**src/rtl/execute_exception_dispatch_pkg.sv**
```systemverilog
// Shared types for the execute exception dispatch block: FSM state encoding,
// event source, captured event payload and interrupt number codes.
package execute_exception_dispatch_pkg;

    localparam int unsigned NUM_W  = 7;
    localparam int unsigned DATA_W = 32;

    typedef enum logic [1:0] {
        ST_IDLE     = 2'd0,
        ST_WRITE    = 2'd1,
        ST_REQ      = 2'd2,
        ST_WAIT_END = 2'd3
    } state_e;

    typedef enum logic {
        SRC_EXC = 1'b0,
        SRC_IRQ = 1'b1
    } src_e;

    // Captured event: number plus the two fault-info words.
    typedef struct packed {
        logic [NUM_W-1:0]  num;
        logic [DATA_W-1:0] fi0r;
        logic [DATA_W-1:0] fi1r;
    } event_t;

    localparam logic [NUM_W-1:0] INT_NUM_DOUBLE_FAULT = 7'h08;

endpackage

```
**src/rtl/exception_dispatch_vector_calc.sv**
```systemverilog
// Handler vector adder: vector_o = base_i + (num_i << P_VECTOR_SHIFT), mod 2^32.
// Ports: base_i (vector table base), num_i (event number), vector_o (combinational).
module exception_dispatch_vector_calc
    import execute_exception_dispatch_pkg::*;
#(
    parameter int unsigned P_VECTOR_SHIFT = 3
) (
    input  logic [DATA_W-1:0] base_i,
    input  logic [NUM_W-1:0]  num_i,
    output logic [DATA_W-1:0] vector_o
);

    // Carry out of bit 31 is discarded: the table base may wrap.
    assign vector_o = base_i + (DATA_W'(num_i) << P_VECTOR_SHIFT);

endmodule

```
**src/rtl/execute_exception_dispatch.sv**
```systemverilog
// Execute exception dispatch: arbitrates the execute-stage exception pulse
// against external IRQs, writes fault-info sysregs, pulses the pipeline hold,
// computes the handler vector and runs the REQ/ACK/END handshake with the
// event controller. One event in flight at a time.
// Ports: iCLOCK/iRESET_SYNC (sync active-high reset); iEXCEPT_* exception pulse;
// iIRQ_VALID/iIRQ_NUM/oIRQ_ACK IRQ request and combinational accept; iIDTR
// vector base; oSYSREG_FI_* fault-info write; oEVENT_* handshake and payload;
// oBUSY; oEVENT_COUNT saturating dispatched-event count.
// Optional: define EXCEPTION_DISPATCH_DOUBLE_FAULT_EN to turn exceptions seen
// outside IDLE into a pending double fault instead of dropping them.
module execute_exception_dispatch
    import execute_exception_dispatch_pkg::*;
#(
    parameter int unsigned P_VECTOR_SHIFT = 3,
    parameter int unsigned P_COUNT_W      = 16
) (
    input  logic                 iCLOCK,
    input  logic                 iRESET_SYNC,
    input  logic                 iEXCEPT_VALID,
    input  logic [NUM_W-1:0]     iEXCEPT_NUM,
    input  logic [DATA_W-1:0]    iEXCEPT_FI0R,
    input  logic [DATA_W-1:0]    iEXCEPT_FI1R,
    input  logic                 iIRQ_VALID,
    input  logic [NUM_W-1:0]     iIRQ_NUM,
    output logic                 oIRQ_ACK,
    input  logic [DATA_W-1:0]    iIDTR,
    output logic                 oSYSREG_FI_WE,
    output logic [DATA_W-1:0]    oSYSREG_FI0R,
    output logic [DATA_W-1:0]    oSYSREG_FI1R,
    output logic                 oEVENT_HOLD,
    output logic                 oEVENT_REQ,
    output logic [NUM_W-1:0]     oEVENT_NUM,
    output logic [DATA_W-1:0]    oEVENT_VECTOR,
    input  logic                 iEVENT_ACK,
    input  logic                 iEVENT_END,
    output logic                 oBUSY,
    output logic [P_COUNT_W-1:0] oEVENT_COUNT
);

    state_e                 state_q, state_d;
    src_e                   src_q, src_d;
    event_t                 evt_q, evt_d;
    logic [DATA_W-1:0]      vector_q, vector_d, vector_c;
    logic [P_COUNT_W-1:0]   count_q, count_d;
    logic                   fi_we_q, fi_we_d;
    logic                   hold_q, hold_d;
    logic                   req_q, req_d;
    logic                   busy_q, busy_d;
    logic                   irq_ack_c;
`ifdef EXCEPTION_DISPATCH_DOUBLE_FAULT_EN
    logic                   df_pend_q, df_pend_d;
    logic                   df_inflight_q, df_inflight_d;
    logic [NUM_W-1:0]       df_orig_q, df_orig_d;
`endif

    exception_dispatch_vector_calc #(
        .P_VECTOR_SHIFT (P_VECTOR_SHIFT)
    ) u_vector_calc (
        .base_i   (iIDTR),
        .num_i    (evt_q.num),
        .vector_o (vector_c)
    );

    // Next-state and output decode.
    always_comb begin
        state_d   = state_q;
        src_d     = src_q;
        evt_d     = evt_q;
        vector_d  = vector_q;
        count_d   = count_q;
        irq_ack_c = 1'b0;
`ifdef EXCEPTION_DISPATCH_DOUBLE_FAULT_EN
        df_pend_d     = df_pend_q;
        df_inflight_d = df_inflight_q;
        df_orig_d     = df_orig_q;
`endif

        case (state_q)
            ST_IDLE: begin
`ifdef EXCEPTION_DISPATCH_DOUBLE_FAULT_EN
                // A pending double fault beats both a new exception and IRQs.
                if (df_pend_q) begin
                    evt_d         = '{num: INT_NUM_DOUBLE_FAULT, fi0r: DATA_W'(df_orig_q), fi1r: '0};
                    src_d         = SRC_EXC;
                    df_pend_d     = 1'b0;
                    df_inflight_d = 1'b1;
                    state_d       = ST_WRITE;
                end else
`endif
                if (iEXCEPT_VALID) begin
                    evt_d   = '{num: iEXCEPT_NUM, fi0r: iEXCEPT_FI0R, fi1r: iEXCEPT_FI1R};
                    src_d   = SRC_EXC;
                    state_d = ST_WRITE;
                end else if (iIRQ_VALID) begin
                    // IRQ leaves the captured FI words untouched.
                    evt_d.num = iIRQ_NUM;
                    irq_ack_c = 1'b1;
                    src_d     = SRC_IRQ;
                    state_d   = ST_WRITE;
                end
            end
            ST_WRITE: begin
                vector_d = vector_c;
                state_d  = ST_REQ;
            end
            ST_REQ: begin
                if (iEVENT_ACK) begin
                    state_d = ST_WAIT_END;
                    if (count_q != '1) begin
                        count_d = count_q + P_COUNT_W'(1);
                    end
                end
            end
            ST_WAIT_END: begin
                if (iEVENT_END) begin
                    state_d = ST_IDLE;
`ifdef EXCEPTION_DISPATCH_DOUBLE_FAULT_EN
                    df_inflight_d = 1'b0;
`endif
                end
            end
        endcase

`ifdef EXCEPTION_DISPATCH_DOUBLE_FAULT_EN
        // Nested exception: remember the interrupted event number once.
        if ((state_q != ST_IDLE) && iEXCEPT_VALID && !df_pend_q && !df_inflight_q) begin
            df_pend_d = 1'b1;
            df_orig_d = evt_q.num;
        end
`endif

        fi_we_d = (state_d == ST_WRITE) && (src_d == SRC_EXC);
        hold_d  = (state_d == ST_WRITE);
        req_d   = (state_d == ST_REQ);
        busy_d  = (state_d != ST_IDLE);
    end

    // State and output registers.
    always_ff @(posedge iCLOCK) begin
        if (iRESET_SYNC) begin
            state_q  <= ST_IDLE;
            src_q    <= SRC_EXC;
            evt_q    <= '0;
            vector_q <= '0;
            count_q  <= '0;
            fi_we_q  <= 1'b0;
            hold_q   <= 1'b0;
            req_q    <= 1'b0;
            busy_q   <= 1'b0;
`ifdef EXCEPTION_DISPATCH_DOUBLE_FAULT_EN
            df_pend_q     <= 1'b0;
            df_inflight_q <= 1'b0;
            df_orig_q     <= '0;
`endif
        end else begin
            state_q  <= state_d;
            src_q    <= src_d;
            evt_q    <= evt_d;
            vector_q <= vector_d;
            count_q  <= count_d;
            fi_we_q  <= fi_we_d;
            hold_q   <= hold_d;
            req_q    <= req_d;
            busy_q   <= busy_d;
`ifdef EXCEPTION_DISPATCH_DOUBLE_FAULT_EN
            df_pend_q     <= df_pend_d;
            df_inflight_q <= df_inflight_d;
            df_orig_q     <= df_orig_d;
`endif
        end
    end

    // IRQ accept is combinational; reset suppresses it.
    assign oIRQ_ACK      = irq_ack_c && !iRESET_SYNC;
    assign oSYSREG_FI_WE = fi_we_q;
    assign oSYSREG_FI0R  = evt_q.fi0r;
    assign oSYSREG_FI1R  = evt_q.fi1r;
    assign oEVENT_HOLD   = hold_q;
    assign oEVENT_REQ    = req_q;
    assign oEVENT_NUM    = evt_q.num;
    assign oEVENT_VECTOR = vector_q;
    assign oBUSY         = busy_q;
    assign oEVENT_COUNT  = count_q;

endmodule

```
**config.mk**
```make
export PLATFORM = sky130hd
export DESIGN_NAME = execute_exception_dispatch
export DESIGN_NICKNAME = d
export VERILOG_FILES = /design/src/rtl/execute_exception_dispatch_pkg.sv /design/src/rtl/exception_dispatch_vector_calc.sv /design/src/rtl/execute_exception_dispatch.sv
export SDC_FILE = /design/constraint.sdc
export NUM_CORES = 1
export LEC_CHECK = 0
export CAP_MARGIN = 0
export CORE_ASPECT_RATIO = 0.75
export CORE_MARGIN = 2
export CORE_UTILIZATION = 40
export DETAILED_ROUTE_END_ITERATION = 8
export PLACE_DENSITY = 0.8
export SLEW_MARGIN = 25
export SYNTH_ARGS = -nofsm -noshare
export SYNTH_HDL_FRONTEND = slang
export SYNTH_SLANG_ARGS = --single-unit
```
**constraint.sdc**
```tcl
create_clock -name iCLOCK -period 2.9 [get_ports iCLOCK]
set_clock_uncertainty 0.1 [all_clocks]
set_input_delay 0.29 -clock iCLOCK [delete_from_list [all_inputs] [get_ports iCLOCK]]
set_output_delay 0.29 -clock iCLOCK [all_outputs]
set_load 0.02 [all_outputs]
```
==> flow_summary.toml, run 1 <==
[setup_path]
slowest_stage = "clkdlybuf4s50_1"
required_ns = 2.51
arrival_ns = 2.11
end_kind = "output port"
cp_slowest_stage_delay_ns = 0.69
startpoint_type = "register"
cp_max_fo = 10
worstSetupPathType = "reg -> out"
crit_chain = "nor2_1 > nor4bb_1 > clkdlybuf4s50_1"

[route]
vias_per_cell = 5.09
routedWlPerCell_um = 15.1
drt-total-wl_um = 16200
vias = 5462
drc = 0
postRouteAntennaNets = 0
first_pass_iters = 4
drt_iter0_markers = 299

[pwr]
p_leak_nw = 3.09
ir_drop_mv = 0.469
cellPowerDensity_nw_per_um2 = 616
total_power_w = 0.00526

[grt]
grt_usage = 0.220
grt_pass1_vias = 5192
gr-usage-met1 = 0.283
grt_use_met3 = 0.0665
grt_antenna_before_repair = 0
top_usage_layer = "met2"
grt_overflow = 0
grt_pass1_wl_um = 26200
grt_max_degree = 65
use_met2 = 0.357

[layout]
final_cell_mix = "238 x clkdlybuf4s50_1, 162 x nand2_1, 125 x dfxtp_1"
syn_to_final_growth_pct = 58.5
num-nets-final = 1016
layout-drive-gt1-share = 0.0631
diodes = 0
final_area_um2 = 8540
final_common_cell = "clkdlybuf4s50_1"

[clock_tree]
postCtsHoldBufs = 0
clock-sinks = 125
cts_max_level = 4
clockRootBuffer = "clkbuf_16"
clkLatencyLatePin_ns = 0.40
post_cts.repair.setup_buffers = 0
post_cts_resized = 0
ctsLongestPathBuffers = 2
path_clk_slew_ns = 0.06
numCtsBuffers = 17
cts_tree = "built"

[timing]
fin_crit_sh = 0.862
final-setup-viol-count = 0
final_max_slew_viol_count = 0
max_slew_margin = 0.604
timing.hold.ws_ns = 0.224
fmaxAchievable_ghz = 0.400
period_minus_slack_ns = 2.50
setup_ws_ns = 0.401
final_hold_viol_count = 0
rsz0062_at_grt = "no"
tightest_slew_ns = 0.591
tns_ns = 0

[synth]
synthesis.area_um2 = 5390
netlist_instances = 663
synth-seq-cells = 125
avgSynthCellArea_um2 = 8.13
syn_nets = 788
synthTopCellsByArea = "dfxtp_1 46%, nand2_1 11%, a21oi_1 7.6%"
synth_top_area_share = 0.464
netlist-cell-type-count = 56
yosysSeqAreaShare = 0.464
ys_warn_count = 0
synth-edff-count = 0
synthArstFlopShare = 0
synthFlopType = "dfxtp_1"
yosysTopAreaCell = "dfxtp_1"

[place]
place.gp.congestion = 0.885
dpl.hpwl_um = 11700
placed_area_um2 = 7960
place.port_buffers = 239
post-place-ws_ns = 0.171

[floorplan]
die_y_um = 105
die_w_um = 138
row_count = 36
io_pins = 240
start_util = 0.413
design.core.area_um2 = 13100
dieArea_um2 = 14400

[status]
status = "complete, no violations"

[flow_run]
cap_violations = 0

[min_path]
min_path_type = "in -> reg"
-- flip-flops by register name, summed over array words and instances (netlist names) --
signal and flops:
oBUSY 1, state_q 2, oSYSREG_FI0R 32, oEVENT_REQ 1, oSYSREG_FI1R 32, oEVENT_NUM 7
oEVENT_HOLD 1, oEVENT_COUNT 16, oEVENT_VECTOR 32, oSYSREG_FI_WE 1
-- where the power goes --
part           switching, W  internal [W]
logic              0.000649      0.000586
registers         0.0000867       0.00187
clock network      0.000784       0.00129
total               0.00152       0.00374
-- critical path: cells and delay by family (launching register included) --
family                 cells  cell delay (ns)
and+or+nand+nor            2             0.62
DFF                        1             0.41
buffers and inverters      1             0.69
-- layout make-up --
| class | count | area [um2] |
|---|---|---|
| Clock inverter | 12 | 138 |
| Fill cell | 1158 | 4520 |
| Clock buffer | 19 | 443 |
| Timing Repair Buffer | 252 | 2510 |
| Sequential cell | 125 | 2500 |
| Tap cell | 171 | 214 |
| Inverter | 3 | 11.3 |
| Multi-Input combinational cell | 492 | 2720 |
-- layer usage --
metal | wire length (um) | up-vias
met5 | 0 | -
li1 | - | 2755
met1 | 7120 | 2508
met3 | 1200 | 16
met2 | 7640 | 183
met4 | 216 | 0
-- worst paths after layout --
| path | from | to | slack, ns | cells after the start |
|---|---|---|---|---|
| setup / recovery | state_q[1] | oIRQ_ACK | 0.40 | 3 |
| hold / removal | iRESET_SYNC | oSYSREG_FI1R[3] | 0.22 | 2 |
| setup reg to reg | oEVENT_NUM[4] | oEVENT_VECTOR[26] | 0.55 | 6 |
| hold reg to reg | oSYSREG_FI0R[31] | oSYSREG_FI0R[31] | 0.35 | 2 |
-- Yosys cell counts, types with 6 or more instances --
| cell | number |
|---|---|
| a211oi_1 | 20 |
| a21oi_1 | 82 |
| a311oi_1 | 6 |
| and3_1 | 8 |
| buf_1 | 9 |
| clkbuf_1 | 30 |
| dfxtp_1 | 125 |
| ha_1 | 8 |
| mux2i_1 | 12 |
| nand2_1 | 163 |
| nand3_1 | 16 |
| nand4_1 | 13 |
| nor2_1 | 57 |
| nor3_1 | 10 |
| nor4_1 | 7 |
| o21ai_0 | 10 |
| xnor2_1 | 15 |
| xor2_1 | 7 |
-- logic make-up (layout without fill, tap and decap cells) --
kind of cell / count (synthesis) / count (layout) / share of synthesized area
flip-flops: 125 / 125 / 0.464
adder cells (fa/ha/maj): 9 / 9 / 0.0223
AO/OA/AOI/OAI: 137 / 137 / 0.158
AND/OR/NAND/NOR: 312 / 312 / 0.265
multiplexers: 12 / 12 / 0.0223
buffers and inverters: 46 / 286 / 0.0330
XOR/XNOR: 22 / 22 / 0.0357
-- through the flow --
step,std cells,util
6_report,1074,0.654
5_1_grt,1074,0.654
4_1_cts,1074,0.654
3_5_place_dp,1043,0.610
3_3_place_gp,1043,0.610
2_1_floorplan,663,-
No activity file was read; power rests on OpenSTA's default activity.
==> run 2: changes to the inputs <==
--- a/config.mk
+++ b/config.mk
@@ -5,6 +5,7 @@
 export SDC_FILE = /design/constraint.sdc
 export NUM_CORES = 1
 export LEC_CHECK = 0
+export ABC_CLOCK_PERIOD_IN_PS = 2900
 export CAP_MARGIN = 0
 export CORE_ASPECT_RATIO = 0.75
 export CORE_MARGIN = 2
@@ -14,4 +15,5 @@
 export SLEW_MARGIN = 25
 export SYNTH_ARGS = -nofsm -noshare
 export SYNTH_HDL_FRONTEND = slang
+export SYNTH_HIERARCHICAL = 1
 export SYNTH_SLANG_ARGS = --single-unit
==> constraint.sdc (replaced) <==
create_clock -name iCLOCK -period 2.9 [get_ports iCLOCK]
set_clock_uncertainty 0.1 [all_clocks]
set_input_delay 0.29 -clock iCLOCK [delete_from_list [all_inputs] [get_ports iCLOCK]]
set_output_delay 0.29 -clock iCLOCK [all_outputs]
set_load 0.1 [all_outputs]
==> run 2 against run 1 <==
  * Design area shrank 2.6%
  * Wire length decreased by 3.2%
  * Critical path depth up 6
  * Highest routed layer unchanged
==> flow_summary.toml, run 2 <==
[status]
status = "complete, no violations"

[place]
place.gp.congestion = 0.792
dpl.hpwl_um = 10900
place.port_buffers = 239

[synth]
synthArstFlopShare = 0
synthesis.area_um2 = 5510
synth_mux_area_frac = 0.0286
yosys.cell_count.top_type = "nand2_1"
netlist-cell-type-count = 52
ys_warn_count = 6
syn_nets = 804
avgSynthCellArea_um2 = 8.11
synthTopCellsByCount = "208 x nand2_1, 125 x dfxtp_1, 112 x a21oi_1"
synth-adder-area-share = 0.0218
synth-compound-area-share = 0.150
yosysSeqAreaShare = 0.455
netlist_instances = 679
synth-simple-area-share = 0.260
synth-seq-cells = 125
synth-edff-count = 0
yosysTopAreaCell = "dfxtp_1"
synth_top_area_share = 0.455
synthXorXnorAreaFrac = 0.0430
synth_top_family_by_area = "simple AND/OR/NAND/NOR gates"
synthFlopType = "dfxtp_1"
synthTopCellsByArea = "dfxtp_1 45%, nand2_1 14%, a21oi_1 10%"

[route]
vias = 5385
first_pass_iters = 4
postRouteAntennaNets = 0
routedWlPerCell_um = 14.4
drt-total-wl_um = 15600
drt_iter0_markers = 274
drc = 0
vias_per_cell = 4.96

[layout]
final_cell_mix = "207 x nand2_1, 130 x buf_4, 125 x dfxtp_1"
diodes = 0
num-nets-final = 1023
layout-drive-gt1-share = 0.207
final_common_cell = "nand2_1"
syn_to_final_growth_pct = 51.2

[clock_tree]
numCtsBuffers = 17
post_cts_resized = 0
clock-sinks = 125
postCtsHoldBufs = 0
cts_max_level = 4
clkLatencyLatePin_ns = 0.40
path_clk_slew_ns = 0.06
ctsLongestPathBuffers = 2
cts_tree = "built"
post_cts.repair.setup_buffers = 0
clockRootBuffer = "clkbuf_16"

[grt]
grt_antenna_before_repair = 0
grt_overflow = 0
grt_max_degree = 90
grt_pass1_vias = 4940
grt_pass1_wl_um = 25000
grt_usage = 0.205

[flow_run]
cap_violations = 0

[floorplan]
die_w_um = 139
dieArea_um2 = 14700
io_pins = 240
row_count = 37
start_util = 0.406
design.core.area_um2 = 13600
die_y_um = 106

[timing]
final_max_slew_viol_count = 0
fmaxAchievable_ghz = 0.409
final-setup-viol-count = 0
max_slew_margin = 0.371
rsz0062_at_grt = "no"
fin_crit_sh = 0.843
tns_ns = 0
tightest_slew_ns = 0.944
period_minus_slack_ns = 2.44
final_hold_viol_count = 0

[setup_path]
end_kind = "register"
critPathMostFrequentCell = "nand2_1"
crit_buf_inv = 0
worstSetupPathType = "reg -> reg"
cp_top_family = "compound AO/OA/AOI/OAI gates"
required_ns = 3.11
cp_slowest_stage_delay_ns = 0.43
cp_max_fo = 3
crit_chain = "ha_1 > fa_1 > a211o_1 > a221o_1 > a21o_1 > nand2_1 > xnor2_1 > nand2_1 > a21oi_1"
startpoint_type = "register"
arrival_ns = 2.65
slowest_stage = "fa_1"

[pwr]
cellPowerDensity_nw_per_um2 = 725
total_power_w = 0.00603
ir_drop_mv = 0.390
p_leak_nw = 3.46

[min_path]
min_path_type = "in -> reg"
run 2: final timing paths:
kind	cells past startpoint	from	slack [ns]	end
setup / recovery	9	oEVENT_NUM[0]	0.46	oEVENT_VECTOR[11]
hold / removal	3	iIDTR[2]	0.33	oEVENT_VECTOR[2]
setup reg to reg	9	oEVENT_NUM[0]	0.46	oEVENT_VECTOR[11]
hold reg to reg	2	oSYSREG_FI1R[2]	0.35	oSYSREG_FI1R[2]
run 2: worst reg2reg max path, stage by stage, from the launching register on:
cell	delay [ns]
dfxtp_1	0.34
ha_1	0.23
fa_1	0.43
a211o_1	0.34
a221o_1	0.35
a21o_1	0.18
nand2_1	0.07
xnor2_1	0.11
nand2_1	0.07
a21oi_1	0.14
run 2: per-stage QoR:
stage	area [um2]	instances	util	hold slack (ns)	setup WS, ns
3_3_place_gp	7690	1054	0.567	0.343	0.124
5_1_grt	8320	1086	0.614	0.329	0.363
6_report	8320	1086	0.614	0.335	0.456
3_5_place_dp	7690	1054	0.567	0.347	0.101
4_1_cts	8320	1086	0.614	0.317	0.469
2_1_floorplan	5510	679	-	0.326	0.0303
run 2: logic make-up (layout without fill, tap and decap cells):
group                      count (synthesis)  in the layout
AOI/OAI and AO/OA                        148            148
xor gates and xnor gates                  27             27
adders and majority gates                  9              9
buffers and inverters                     53            285
DFF                                      125            125
muxes                                     15             15
and+or+nand+nor                          302            302
run 2: area by class of cell:
| class | count | area, um2 |
|---|---|---|
| Fill cell | 1215 | 5240 |
| Multi-Input combinational cell | 501 | 2780 |
| Sequential cell | 125 | 2500 |
| Timing Repair Buffer | 246 | 2160 |
| Clock buffer | 17 | 425 |
| Tap cell | 175 | 219 |
| Clock inverter | 15 | 210 |
| Inverter | 7 | 26.3 |
run 2: metal layers:
metal  share of wire  global-route usage  wire length (um)
met5               0                   0                 0
met4           0.016              0.0678               245
met3           0.063              0.0463               988
met2            0.46               0.318              7120
met1            0.47               0.284              7290
run 2: power breakdown:
part           internal, W  switching, W  leakage (nW)
combinational     0.000477       0.00135          2.14
clock              0.00145      0.000823         0.305
sequential         0.00185     0.0000794          1.02
total              0.00378       0.00225          3.46
==> run 3: changes to the inputs <==
--- a/config.mk
+++ b/config.mk
@@ -5,7 +5,7 @@
 export SDC_FILE = /design/constraint.sdc
 export NUM_CORES = 1
 export LEC_CHECK = 0
-export ABC_CLOCK_PERIOD_IN_PS = 2900
+export ABC_CLOCK_PERIOD_IN_PS = 2400
 export CAP_MARGIN = 0
 export CORE_ASPECT_RATIO = 0.75
 export CORE_MARGIN = 2
==> constraint.sdc (replaced) <==
create_clock -name iCLOCK -period 2.4 [get_ports iCLOCK]
set_clock_uncertainty 0.1 [all_clocks]
set_input_delay 0.24 -clock iCLOCK [delete_from_list [all_inputs] [get_ports iCLOCK]]
set_output_delay 0.24 -clock iCLOCK [all_outputs]
set_load 0.1 [all_outputs]
==> run 3 against run 2 <==
  * Non-clock buffer count is 12 higher
  * First-iteration DRC count rose by 11%
  * Critical path type unchanged
  * Maximum frequency rose by 7.1%
  * Critical path depth did not move
  * Power up 21%
  * Sequential power rose by 21%
  * Largest power group unchanged
  * Count of clock-buffer cells in the layout grew 1
  * Core utilization rose by 0.94 points
  * Global-route usage is 0.95 points higher
==> flow_summary.toml, run 3 (same netlist as run 2, synthesis figures left out) <==
[timing]
final_hold_viol_count = 0
fin_crit_sh = 0.951
period_minus_slack_ns = 2.28
final-setup-viol-count = 0
final_max_slew_viol_count = 0
fmaxAchievable_ghz = 0.438
max_slew_margin = 0.570
tightest_slew_ns = 0.640
rsz0062_at_grt = "no"
timing.hold.ws_ns = 0.123

[place]
dpl.hpwl_um = 11500
placed_area_um2 = 7830
place.gp.congestion = 0.841
placedCellCount = 1066
place.port_buffers = 239

[layout]
final_cell_mix = "207 x nand2_1, 140 x buf_4, 115 x dfxtp_1"
fill_cells = 1193
final_area_um2 = 8450
num-nets-final = 1035
diodes = 0
syn_to_final_growth_pct = 53.5
layout-drive-gt1-share = 0.231
post_layout_nonfiller_instances = 1098
final_common_cell = "nand2_1"

[route]
drt-total-wl_um = 15900
postRouteAntennaNets = 0
drc = 0
routedWlPerCell_um = 14.5
drt_iter0_markers = 303
vias = 5453
first_pass_iters = 5
vias_per_cell = 4.97

[flow_run]
cap_violations = 0

[setup_path]
worstSetupPathType = "reg -> reg"
startpoint_type = "register"
cp_max_fo = 3
arrival_ns = 2.51
end_kind = "register"
required_ns = 2.63

[clock_tree]
clock-sinks = 125
clkLatencyLatePin_ns = 0.40
numCtsBuffers = 17
clockRootBuffer = "clkbuf_16"
postCtsHoldBufs = 0
cts_tree = "built"
ctsLongestPathBuffers = 2
post_cts.repair.setup_buffers = 0
path_clk_slew_ns = 0.06
cts_max_level = 4

[floorplan]
dieArea_um2 = 14700
row_count = 37
io_pins = 240
die_w_um = 139
design.core.area_um2 = 13600
start_util = 0.406
die_y_um = 106

[pwr]
cellPowerDensity_nw_per_um2 = 861
ir_drop_mv = 0.532
total_power_w = 0.00727
p_leak_nw = 3.54

[min_path]
min_path_type = "in -> reg"

[grt]
grt_antenna_before_repair = 0
grt_overflow = 0
grt_pass1_vias = 4964
grt_pass1_wl_um = 25600
grt_max_degree = 65
grt_usage = 0.215

[status]
status = "complete, no violations"
==> run 3: final cells by class <==
type	instances	area, um2	area share
repair buffers	258	2270	0.269
clock inverters	14	180	0.0213
inverters	7	26.3	0.00311
multi-input cells	501	2800	0.331
well taps	175	219	0.0259
flip-flops and latches	125	2520	0.298
clock buffers	18	439	0.0520
==> run 3: repair_timing <==
action,4_1_cts,5_1_grt
gates resized for setup,0,1
endpoints found under the hold margin,0,0
endpoints found under the setup margin,0,7
==> run 3: routing by layer <==
layer / wire, um / global-route usage / share of wire
met1: 7280 / 0.286 / 0.46
met2: 7300 / 0.336 / 0.46
met3: 1220 / 0.0763 / 0.077
met4: 146 / 0.0491 / 0.0092
met5: 0 / 0 / 0
==> run 3: report_power, final <==
part / leakage [nW] / internal (W) / total [W] / switching, W
registers: 1.03 / 0.00224 / 0.00234 / 0.0000954
logic: 2.21 / 0.000617 / 0.00226 / 0.00164
clock network: 0.307 / 0.00168 / 0.00268 / 0.000999
==> run 3: path summary, 6_finish.rpt <==
kind | cells after the start | end | start | slack (ns)
max | 9 | oEVENT_VECTOR[11] | oEVENT_NUM[0] | 0.12
min reg2reg | 2 | oSYSREG_FI0R[23] | oSYSREG_FI0R[23] | 0.35
max reg2reg | 9 | oEVENT_VECTOR[11] | oEVENT_NUM[0] | 0.12
min | 2 | oSYSREG_FI1R[30] | iRESET_SYNC | 0.12
==> run 3: worst max-delay path: stages, from the launching register on <==
cell and delay [ns]:
dfxtp_4 0.35, ha_2 0.19, fa_2 0.37, a211o_1 0.30, a221o_1 0.34, a21o_1 0.18
nand2_1 0.07, xnor2_1 0.11, nand2_1 0.06, a21oi_1 0.12
==> run 3: metrics by stage <==
| step | setup WS (ns) | TNS, ns | utilization |
|---|---|---|---|
| after detailed placement | -0.290 | -2.91 | 0.577 |
| final | 0.118 | 0 | 0.623 |
| after CTS | 0.0249 | 0 | 0.623 |
| after global placement | -0.253 | -2.11 | 0.577 |
| after floorplan | 0.00195 | 0 | - |
| after global routing | 0.0140 | 0 | 0.623 |
